===== src/rtl/model_read_heads_pkg.sv =====
// Shared definitions for the read_heads group (read keys, read strength, read modes).
//   rh_state_e   : four-state transfer FSM used by every read-head streamer
//   ZERO_CONTROL : all-zero constant for index counters (cast down to CONTROL_SIZE)
//   ONE_CONTROL  : increment / "size minus one" constant for index counters
package model_read_heads_pkg;

  typedef enum logic [1:0] {
    STARTER = 2'd0,
    INPUT_I = 2'd1,
    INPUT_K = 2'd2,
    ENDER   = 2'd3
  } rh_state_e;

  localparam logic [63:0] ZERO_CONTROL = 64'd0;
  localparam logic [63:0] ONE_CONTROL  = 64'd1;

endpackage


===== src/rtl/model_read_keys_if.sv =====
// Handshake/bus bundle of the read-key streamer.
//   START / READY                    : transfer start pulse and completion pulse
//   K_IN_I_ENABLE / K_IN_K_ENABLE    : producer marks row start / element valid
//   K_OUT_I_ENABLE / K_OUT_K_ENABLE  : request strobes towards the producer
//   SIZE_R_IN / SIZE_W_IN            : matrix dimensions R (rows) and W (elements per row)
//   K_IN / K_OUT                     : key element in, last accepted key element out
// master = controller/producer side, slave = streamer side.
interface model_read_keys_if #(
  parameter int DATA_SIZE = 64
) ();

  logic                 START;
  logic                 READY;
  logic                 K_IN_I_ENABLE;
  logic                 K_IN_K_ENABLE;
  logic                 K_OUT_I_ENABLE;
  logic                 K_OUT_K_ENABLE;
  logic [DATA_SIZE-1:0] SIZE_R_IN;
  logic [DATA_SIZE-1:0] SIZE_W_IN;
  logic [DATA_SIZE-1:0] K_IN;
  logic [DATA_SIZE-1:0] K_OUT;

  modport master (
    output START, K_IN_I_ENABLE, K_IN_K_ENABLE, SIZE_R_IN, SIZE_W_IN, K_IN,
    input  READY, K_OUT_I_ENABLE, K_OUT_K_ENABLE, K_OUT
  );

  modport slave (
    input  START, K_IN_I_ENABLE, K_IN_K_ENABLE, SIZE_R_IN, SIZE_W_IN, K_IN,
    output READY, K_OUT_I_ENABLE, K_OUT_K_ENABLE, K_OUT
  );

endinterface


===== src/rtl/model_index_2d_counter.sv =====
// Row/element index pair for streaming an R x W matrix in row-major order.
//   clk, rst_n         : clock, synchronous active-low reset
//   clear_i            : return both indices to zero (has priority over advance)
//   advance_i          : step to the next element, wrapping the element index into the next row
//   size_r_i, size_w_i : matrix dimensions; only meaningful when both are non-zero
//   last_i_o, last_k_o : current row is the last row / current element is the last of its row
module model_index_2d_counter
  import model_read_heads_pkg::*;
#(
  parameter int CONTROL_SIZE = 64
) (
  input  logic                    clk,
  input  logic                    rst_n,
  input  logic                    clear_i,
  input  logic                    advance_i,
  input  logic [CONTROL_SIZE-1:0] size_r_i,
  input  logic [CONTROL_SIZE-1:0] size_w_i,
  output logic                    last_i_o,
  output logic                    last_k_o
);

  localparam logic [CONTROL_SIZE-1:0] ZERO_C = CONTROL_SIZE'(ZERO_CONTROL);
  localparam logic [CONTROL_SIZE-1:0] ONE_C  = CONTROL_SIZE'(ONE_CONTROL);

  logic [CONTROL_SIZE-1:0] index_i_q, index_i_d;
  logic [CONTROL_SIZE-1:0] index_k_q, index_k_d;

  assign last_i_o = (index_i_q == size_r_i - ONE_C);
  assign last_k_o = (index_k_q == size_w_i - ONE_C);

  always_comb begin
    index_i_d = index_i_q;
    index_k_d = index_k_q;
    if (clear_i) begin
      index_i_d = ZERO_C;
      index_k_d = ZERO_C;
    end else if (advance_i) begin
      if (last_k_o) begin
        index_k_d = ZERO_C;
        index_i_d = index_i_q + ONE_C;
      end else begin
        index_k_d = index_k_q + ONE_C;
      end
    end
  end

  always_ff @(posedge clk) begin
    if (!rst_n) begin
      index_i_q <= ZERO_C;
      index_k_q <= ZERO_C;
    end else begin
      index_i_q <= index_i_d;
      index_k_q <= index_k_d;
    end
  end

endmodule


===== src/rtl/model_read_keys.sv =====
// Read-key streamer: requests the R x W read-key matrix element by element from the
// read_heads producer and forwards each accepted element on K_OUT.
//   CLK, RST : clock, synchronous active-low reset
//   bus      : slave side of model_read_keys_if (START/READY, request strobes,
//              producer enables, sizes, K_IN/K_OUT)
// Each element costs a request cycle pair: accept (INPUT_I/INPUT_K) then ENDER, which
// decides the next request, so throughput is at best one element per two cycles.
module model_read_keys
  import model_read_heads_pkg::*;
#(
  parameter int DATA_SIZE    = 64,
  parameter int CONTROL_SIZE = 64
) (
  input  logic             CLK,
  input  logic             RST,
  model_read_keys_if.slave bus
);

  localparam logic [CONTROL_SIZE-1:0] ZERO_C = CONTROL_SIZE'(ZERO_CONTROL);

  rh_state_e               state_q, state_d;
  logic                    ready_q, ready_d;
  logic                    req_i_q, req_i_d;
  logic                    req_k_q, req_k_d;
  logic [DATA_SIZE-1:0]    k_out_q, k_out_d;
  logic [CONTROL_SIZE-1:0] size_r_q, size_r_d;
  logic [CONTROL_SIZE-1:0] size_w_q, size_w_d;
  logic                    zero_q, zero_d;

  logic                    cnt_clear;
  logic                    cnt_advance;
  logic                    last_i;
  logic                    last_k;
  logic [CONTROL_SIZE-1:0] size_r_in;
  logic [CONTROL_SIZE-1:0] size_w_in;

  // Sizes are truncated to the counter width before any comparison.
  assign size_r_in = CONTROL_SIZE'(bus.SIZE_R_IN);
  assign size_w_in = CONTROL_SIZE'(bus.SIZE_W_IN);

  assign bus.READY          = ready_q;
  assign bus.K_OUT_I_ENABLE = req_i_q;
  assign bus.K_OUT_K_ENABLE = req_k_q;
  assign bus.K_OUT          = k_out_q;

  model_index_2d_counter #(
    .CONTROL_SIZE(CONTROL_SIZE)
  ) u_index (
    .clk       (CLK),
    .rst_n     (RST),
    .clear_i   (cnt_clear),
    .advance_i (cnt_advance),
    .size_r_i  (size_r_q),
    .size_w_i  (size_w_q),
    .last_i_o  (last_i),
    .last_k_o  (last_k)
  );

  always_comb begin
    state_d     = state_q;
    ready_d     = 1'b0;
    req_i_d     = 1'b0;
    req_k_d     = 1'b0;
    k_out_d     = k_out_q;
    size_r_d    = size_r_q;
    size_w_d    = size_w_q;
    zero_d      = zero_q;
    cnt_clear   = 1'b0;
    cnt_advance = 1'b0;

    unique case (state_q)
      STARTER: begin
        // READY is still high in the first idle cycle; a START there is dropped.
        if (bus.START && !ready_q) begin
          size_r_d  = size_r_in;
          size_w_d  = size_w_in;
          cnt_clear = 1'b1;
          if ((size_r_in == ZERO_C) || (size_w_in == ZERO_C)) begin
            zero_d  = 1'b1;
            state_d = ENDER;
          end else begin
            zero_d  = 1'b0;
            req_i_d = 1'b1;
            req_k_d = 1'b1;
            state_d = INPUT_I;
          end
        end
      end

      INPUT_I: begin
        if (bus.K_IN_I_ENABLE && bus.K_IN_K_ENABLE) begin
          k_out_d = bus.K_IN;
          state_d = ENDER;
        end
      end

      INPUT_K: begin
        if (bus.K_IN_K_ENABLE) begin
          k_out_d = bus.K_IN;
          state_d = ENDER;
        end
      end

      ENDER: begin
        if (zero_q) begin
          ready_d = 1'b1;
          zero_d  = 1'b0;
          state_d = STARTER;
        end else if (!last_k) begin
          cnt_advance = 1'b1;
          req_k_d     = 1'b1;
          state_d     = INPUT_K;
        end else if (!last_i) begin
          cnt_advance = 1'b1;
          req_i_d     = 1'b1;
          req_k_d     = 1'b1;
          state_d     = INPUT_I;
        end else begin
          ready_d   = 1'b1;
          cnt_clear = 1'b1;
          state_d   = STARTER;
        end
      end

      default: state_d = STARTER;
    endcase
  end

  always_ff @(posedge CLK) begin
    if (!RST) begin
      state_q  <= STARTER;
      ready_q  <= 1'b0;
      req_i_q  <= 1'b0;
      req_k_q  <= 1'b0;
      k_out_q  <= '0;
      size_r_q <= ZERO_C;
      size_w_q <= ZERO_C;
      zero_q   <= 1'b0;
    end else begin
      state_q  <= state_d;
      ready_q  <= ready_d;
      req_i_q  <= req_i_d;
      req_k_q  <= req_k_d;
      k_out_q  <= k_out_d;
      size_r_q <= size_r_d;
      size_w_q <= size_w_d;
      zero_q   <= zero_d;
    end
  end

endmodule


===== src/flat_wrapper.sv =====
// flat-port wrapper written by rule: the top's interface ports become plain ports
module model_read_keys_flat import model_read_heads_pkg::*;
#(
  parameter int DATA_SIZE    = 64,
  parameter int CONTROL_SIZE = 64
)
  (CLK, RST, bus_START, bus_K_IN_I_ENABLE, bus_K_IN_K_ENABLE, bus_SIZE_R_IN, bus_SIZE_W_IN, bus_K_IN, bus_READY, bus_K_OUT_I_ENABLE, bus_K_OUT_K_ENABLE, bus_K_OUT);
  model_read_keys_if #(.DATA_SIZE(DATA_SIZE)) bus_i ();
  input  logic CLK;
  input  logic RST;
  input wire logic [$bits(bus_i.START)-1:0] bus_START;
  input wire logic [$bits(bus_i.K_IN_I_ENABLE)-1:0] bus_K_IN_I_ENABLE;
  input wire logic [$bits(bus_i.K_IN_K_ENABLE)-1:0] bus_K_IN_K_ENABLE;
  input wire logic [$bits(bus_i.SIZE_R_IN)-1:0] bus_SIZE_R_IN;
  input wire logic [$bits(bus_i.SIZE_W_IN)-1:0] bus_SIZE_W_IN;
  input wire logic [$bits(bus_i.K_IN)-1:0] bus_K_IN;
  output wire logic [$bits(bus_i.READY)-1:0] bus_READY;
  output wire logic [$bits(bus_i.K_OUT_I_ENABLE)-1:0] bus_K_OUT_I_ENABLE;
  output wire logic [$bits(bus_i.K_OUT_K_ENABLE)-1:0] bus_K_OUT_K_ENABLE;
  output wire logic [$bits(bus_i.K_OUT)-1:0] bus_K_OUT;
  assign bus_i.START = bus_START;
  assign bus_i.K_IN_I_ENABLE = bus_K_IN_I_ENABLE;
  assign bus_i.K_IN_K_ENABLE = bus_K_IN_K_ENABLE;
  assign bus_i.SIZE_R_IN = bus_SIZE_R_IN;
  assign bus_i.SIZE_W_IN = bus_SIZE_W_IN;
  assign bus_i.K_IN = bus_K_IN;
  assign bus_READY = bus_i.READY;
  assign bus_K_OUT_I_ENABLE = bus_i.K_OUT_I_ENABLE;
  assign bus_K_OUT_K_ENABLE = bus_i.K_OUT_K_ENABLE;
  assign bus_K_OUT = bus_i.K_OUT;
  model_read_keys #(.DATA_SIZE(DATA_SIZE), .CONTROL_SIZE(CONTROL_SIZE)) u_core (.CLK(CLK), .RST(RST), .bus(bus_i));
endmodule

===== config.mk =====
export PLATFORM = sky130hd
export DESIGN_NAME = model_read_keys_flat
export DESIGN_NICKNAME = d
export VERILOG_FILES = /design/src/rtl/model_read_heads_pkg.sv /design/src/rtl/model_read_keys_if.sv /design/src/rtl/model_index_2d_counter.sv /design/src/rtl/model_read_keys.sv /design/src/flat_wrapper.sv
export SDC_FILE = /design/constraint.sdc
export NUM_CORES = 1
export LEC_CHECK = 0
export ABC_AREA = 1
export ABC_CLOCK_PERIOD_IN_PS = 3000
export CORE_MARGIN = 1
export CORE_UTILIZATION = 45
export CTS_CLUSTER_SIZE = 12
export DETAILED_ROUTE_END_ITERATION = 8
export DONT_BUFFER_PORTS = 1
export PLACE_DENSITY = 0.62
export SLEW_MARGIN = 20
export SYNTH_ARGS = -nofsm -noshare
export SYNTH_HDL_FRONTEND = slang
export SYNTH_SLANG_ARGS = --single-unit

===== constraint.sdc =====
create_clock -name CLK -period 3 [get_ports CLK]
set_input_delay 0.45 -clock CLK [delete_from_list [all_inputs] [get_ports CLK]]
set_output_delay 0.45 -clock CLK [all_outputs]
set_load 0.1 [all_outputs]

Yosys cells after proc, flatten, opt, wreduce, memory -nomap -nowiden
Cells that the tools add are included.
{"block": "classes", "add_sub_neg": 4, "eq_ne": 8, "mux": 31, "n_bitwise": 1, "reduce_logical": 16}
{"operator": "2-to-1 mux 64 bit", "n": 3}
{"operator": "adder 64 x 1 -> 64 bit, second input constant", "n": 2}
{"operator": "equality test 64 bit", "n": 2}
{"operator": "zero test 64 bit", "n": 2}
{"operator": "one-hot mux 64 bit (2 select lines)", "n": 1}
{"operator": "subtractor 64 x 1 -> 64 bit, second input constant", "n": 2}
{"operator": "2-to-1 mux 1 bit", "n": 16}
{"operator": "2-to-1 mux 2 bit", "n": 6}
{"operator": "one-hot mux 1 bit (2 select lines)", "n": 4}
{"operator": "one-hot mux 2 bit (4 select lines)", "n": 1}
{"operator": "AND reduction 2 bit", "n": 4}
{"operator": "AND reduction 3 bit", "n": 2}
{"operator": "equality test 2 bit, second input constant", "n": 2}
{"operator": "!= test 2 x 1 -> 1 bit, second input constant", "n": 2}
{"operator": "nonzero test 2 bit", "n": 2}
{"operator": "equality test 2 x 1 -> 1 bit, second input constant", "n": 1}
{"operator": "logical AND 1 bit", "n": 2}
{"operator": "zero test 2 bit", "n": 1}
{"operator": "!= test 2 bit, second input constant", "n": 1}
{"operator": "OR reduction 2 bit", "n": 1}
{"operator": "zero test 1 bit", "n": 1}
{"operator": "logical OR 1 bit", "n": 1}
{"operator": "NOT 1 bit", "n": 1}
{"block": "word_totals", "regBits": 326, "in_bits": 197, "out_inout_bits": 67}

Longest topological paths before layout
{"block": "logic_depth", "ltp_word": 7, "mapped_depth": 24}

Hierarchy
From an unflattened synthesis, not the netlist that was laid out.
{"block": "hier_totals", "hier_cells": 3649, "area_unflattened_um2": 22157.5}
{"mod": "model_index_2d_counter", "n_inst": 1, "cells_each": 2636, "area_per_inst_um2": 14650.3, "seq_area_each_um2": 2562.5}
{"mod": "model_read_keys", "n_inst": 1, "cells_each": 1013, "area_per_inst_um2": 7507.2, "seq_area_each_um2": 3963.8}

Least setup slack after synthesis
Ideal clock, no wire load.
{"block": "synth_path", "path_type": "reg2reg", "startpoint": "reg u_core.size_r_q[0]", "endpoint": "reg u_core.u_index.index_i_q[52]", "arrival_ns": 2.532, "required_time_ns": 2.883, "setup_slack_ns": 0.351, "stages_incl_launch_ff": 21, "path_buffers": 2, "period_less_slack_ns": 2.649, "path_cell_list": "dfxtp_1 > inv_1 > ha_1 > nand2_1 > nor2_1 > nand2_1 > nor2_2 > nand3_1 > nand2_1 > nand2_1 > nand3b_1 > nor2_1 > nand3_1 > nor2_1 > nand3_1 > buf_4 > buf_2 > nand4_1 > nand2_1 > inv_1 > nor2_1"}
{"block": "synth_via", "elab_chain_len": 7}
{"element": "start, declared", "line": "model_read_keys.sv:26", "text": "logic [CONTROL_SIZE-1:0] size_r_q, size_r_d;"}
{"element": "start signal, assigned", "line": "model_read_keys.sv:145", "text": "size_r_q <= size_r_d;"}
{"element": "subtractor 64 x 1 -> 64 bit *", "line": "model_index_2d_counter.sv:28", "text": "assign last_i_o = (index_i_q == size_r_i - ONE_C);"}
{"element": "equality test 64 bit *", "line": "model_index_2d_counter.sv:28"}
{"element": "2-to-1 mux 1 bit", "line": "model_read_keys.sv:113", "text": "end else if (!last_i) begin"}
{"element": "2-to-1 mux 1 bit", "line": "model_read_keys.sv:109", "text": "end else if (!last_k) begin"}
{"element": "2-to-1 mux 1 bit", "line": "model_read_keys.sv:105", "text": "if (zero_q) begin"}
{"element": "one-hot mux 1 bit (2 select lines) or 2-to-1 mux 1 bit (tied branches)", "line": "model_read_keys.sv:71", "text": "unique case (state_q)"}
{"element": "OR reduction 2 bit (no line) or AND reduction 2 bit (tied branches)"}
{"element": "end signal, assigned", "line": "model_index_2d_counter.sv:52", "text": "index_i_q <= index_i_d;"}
{"element": "end, declared", "line": "model_index_2d_counter.sv:25", "text": "logic [CONTROL_SIZE-1:0] index_i_q, index_i_d;"}
Mark *: on every way between the ends. The rest lies on a longest branch, timed or not.
A chain may end at the register's enable or synchronous reset.

Final worst setup path
{"block": "layout_path", "startpoint": "reg u_core.size_w_q[0]", "endpoint": "reg u_core.u_index.index_i_q[59]"}
{"block": "layout_via", "elab_chain_len": 6}
{"element": "start, declared", "line": "model_read_keys.sv:27", "text": "logic [CONTROL_SIZE-1:0] size_w_q, size_w_d;"}
{"element": "start signal, assigned", "line": "model_read_keys.sv:146", "text": "size_w_q <= size_w_d;"}
{"element": "subtractor 64 x 1 -> 64 bit *", "line": "model_index_2d_counter.sv:29", "text": "assign last_k_o = (index_k_q == size_w_i - ONE_C);"}
{"element": "equality test 64 bit *", "line": "model_index_2d_counter.sv:29"}
{"element": "2-to-1 mux 1 bit", "line": "model_read_keys.sv:109"}
{"element": "2-to-1 mux 1 bit", "line": "model_read_keys.sv:105"}
{"element": "one-hot mux 1 bit (2 select lines) or 2-to-1 mux 1 bit (tied branches)", "line": "model_read_keys.sv:71"}
{"element": "OR reduction 2 bit (no line) or AND reduction 2 bit (tied branches)"}
Marked as above.

==> reports/qor.txt <==
Status: complete, but fails checks
Violations in the final reports: hold timing, setup timing
Leakage power of the design: 14.5 nW
Post-Route WL: 111000 um
Kind of cell adding the most delay to the critical path: simple AND/OR/NAND/NOR gates
Largest vdd supply drop: 0.796 mV
Placed Cells: 5225
Hold slack final: -0.000746 ns
Clock tree from TritonCTS: built
Count of H-tree levels built during CTS: 2
Top achievable clock speed: 0.305 GHz
Critical path data required time: 3.51 ns
Asr flop ratio synth: 0%
Synthesized instance count: 4197
Number of I/O port buffers: 0
Routed vias/inst: 5.49
First-iteration detailed-routing DRC count: 2587
Data arrival, critical path: 3.79 ns
Average footprint of a synthesized cell: 5.68 sq um
Syn_nets: 4403
CTS root buffer: clkbuf_16
Number of nets in the final layout: 4914
DIE AREA: 53900 sq um
Initial antenna violation count: 2
RSZ-0062 raised after global routing: true
Post-placement cell area: 27900 sq um
CP Capture Type: register
Average wire per standard cell: 20.4 um
Worst-path clk slew: 0.07 ns
Final cell count without fillers: 5423
Aggregate global-route resource usage: 38.7%
Count of vias placed by the detailed router: 29800
Via count of the first global-routing pass: 27800
Final critical-path share of the clock period: 109%
Critical-path cell with the highest stage delay: dfxtp_2
Max Transition Viols Final: 0
Wire length of the first global-routing pass: 158000 um
Syn-to-layout area delta: 37.7%
Count of endpoints failing hold in the final timing report: 2
CP max stage delay: 0.34 ns
Final Wtd Congestion: 1.04
Total non-filler cell area in the finished layout: 32800 sq um
Starting density of the core: 45.5%
Critical path class: reg2reg
Final worst slack: -0.278 ns
Tightest Hold Check Type: in2reg
Worst-Skew Late Latency: 0.62 ns
Number of unique standard cell types used by synthesis: 42
Largest driver fanout on the critical path: 5
Number of buffers added by the clock tree synthesis step: 40
Netlist Area Pre-Place: 23900 sq um
Setup slack on the worst flop-to-flop path: -0.28 ns
Number of synthesis warnings: 0
Nature of the critical path startpoint: register
Detail Route Antenna Nets: 0
Overflow after GRT: 0
Max Root-Sink Buffers: 3
HPWL after DPL: 83600 um
Transition time at the pin with the least slew margin: 1.08 ns
Count of TritonRoute iterations in the first routing pass: 6
Number of maximum-capacitance violations: 0
Register bit count reported by yosys: 326
Ports: 264
EDFF count, synth: 0
Remaining max-slew budget at the tightest pin: 27.9%
Clock sink count: 326
Power per cell area: 829 nW/um^2
Minimum period implied by the final worst setup slack: 3.28 ns
Top FF cell, synth: dfxtp_1
DRC violation count after routing: 0
Skew final: 0.0433 ns
Maximum number of pins on one net before global-route repair: 185
Total number of placement rows: 84
Die Span X: 232 um
Layout cell share with drive strength beyond 1: 23.0%
CP Cell Sequence: inv_4 -> ha_4 -> inv_1 -> nor2_4 -> nand2_4 -> nor2_4 -> buf_6 -> nand3_4 -> nand3_2 -> nand2_2 -> buf_6 -> nor3_2 -> nand2_1 -> nor2_2 -> nand2_4 -> nor2_4 -> buf_6 -> buf_6 -> nand3_4 -> clkbuf_16 -> nand2_2 -> nand2_2 -> inv_2 -> nor2_4
Critical path buffers and inverters: 8
Sequential area share after synthesis: 27.4%
Std-Cell Core Area: 52400 sq um
Height of the chip: 232 um
Total Power: 27.2 mW
Count of endpoints failing setup in the final report: 130
==> Yosys cell counts (2+ instances only) <==
cell type     n  area (sq um)
buf_4        13          97.6
inv_2         4          15.0
nor4_1       73           457
nand3_1     237          1190
clkbuf_1     76           285
buf_2        27           135
nand3b_1     32           240
nor2_4       14           158
a21oi_1     135           676
inv_1       417          1570
dfxtp_1     326          6530
or4_1         2          15.0
ha_1          9           113
nor3_1       71           355
nor2_1     1053          3950
nand2_1    1143          4290
xor2_1      140          1230
o21bai_1      3          22.5
o21ai_0     216          1080
nand2_2       7          43.8
and2_1       11          68.8
nor2_2       15          93.8
or2_2         3          18.8
buf_6         7          78.8
xnor2_1      32           280
nor4b_1       4          35.0
o21ai_1       4          20.0
nand4_1     108           676
a21boi_0      2          15.0
==> through the flow <==
| step | hold slack, ns | setup TNS [ns] | setup WS [ns] | util [%] |
|---|---|---|---|---|
| final | -0.000746 | -20.22 | -0.278 | 62.6 |
| after global routing | 0.000582 | -36.45 | -0.356 | 62.6 |
| after CTS | 0.000285 | -10.88 | -0.115 | 58.2 |
| after detailed placement | 0.494 | -59.92 | -0.494 | 53.2 |
| after global placement | 0.498 | -60.74 | -0.496 | 53.2 |
| after floorplan | 0.445 | 0 | 0.351 | - |
==> layout make-up <==
class / count / area, sq um
well taps: 688 / 861
clock buffers: 53 / 1140
repair buffers: 592 / 5440
flip-flops and latches: 326 / 6550
inverters: 421 / 1590
diodes: 1 / 2.50
multi-input cells: 3327 / 17000
clock inverters: 15 / 259
fillers: 5146 / 19600
==> report_power, final <==
group          total (mW)  leakage (nW)  internal, mW  switching, mW
clock network        5.28         0.677          3.12           2.16
logic                14.0          11.2          5.72           8.33
registers            7.89          2.67          5.17           2.72
==> worst paths after layout <==
check,from,endpoint,cells past startpoint
worst max register to register,u_core.size_w_q[0],u_core.u_index.index_i_q[59],24
worst min-delay path,bus_SIZE_R_IN[34],u_core.size_r_q[34],2
worst min register to register,u_core.size_w_q[63],u_core.size_w_q[63],2
worst max-delay path,u_core.size_w_q[0],u_core.u_index.index_i_q[59],24
==> per-layer routing <==
layer,wire length [um],GRT usage [%],vias up,part of all wire [%]
met5,9,0,-,0.0081
met4,10100,31.0,2,9.1
met3,7490,6.19,458,6.8
met2,51600,65.2,1284,47
met1,41400,43.3,13700,37
li1,-,-,14300,-
==> flip-flops by register name, summed over array words and instances, names as in the netlist <==
signal / flops
u_core.bus.K_OUT: 64
u_core.bus.READY: 1
u_core.bus.K_OUT_I_ENABLE: 1
u_core.u_index.index_i_q: 64
u_core.u_index.index_k_q: 64
u_core.zero_q: 1
u_core.size_w_q: 64
u_core.bus.K_OUT_K_ENABLE: 1
u_core.state_q: 2
u_core.size_r_q: 64
==> cell families (layout without fill, tap and decap cells) <==
logic type,after synthesis,after routing,share of synthesized area [%]
xor gates and xnor gates,173,173,6.41
and+or+nand+nor,2777,2778,48.8
DFF,326,326,27.4
AOI/OAI and AO/OA,367,367,7.83
adders and majority gates,9,9,0.472
other,0,1,0
buffers and inverters,545,1081,9.14
==> worst reg2reg max path: cells and delay by family (launching register included) <==
family / cells / cell delay, ns
fa+ha+maj: 1 / 0.16
buf+inv: 8 / 0.92
flops: 1 / 0.34
simple gates: 15 / 1.77
==> what timing repair did <==
action,4_1_cts,5_1_grt
setup buffers,22,45
pin swaps,43,170
gates cloned,7,23
hold buffers,38,0
endpoints found under the hold margin,48,0
setup endpoints to repair,132,133
resized for setup,145,467
==> cells in the final DEF (no fill, tap or decap), types with 49 or more instances in the layout <==
master / instances
nand4_1: 108
clkbuf_16: 54
xor2_1: 135
inv_1: 398
nor2_2: 122
nor2_4: 96
dfxtp_1: 311
a21oi_1: 133
o21ai_0: 212
nand3_1: 184
nor3_1: 65
nand2_1: 1018
nor4_1: 73
nor2_1: 864
nand3_2: 49
buf_4: 454
nand2_2: 105
No activity file was read; power rests on OpenSTA's default activity.
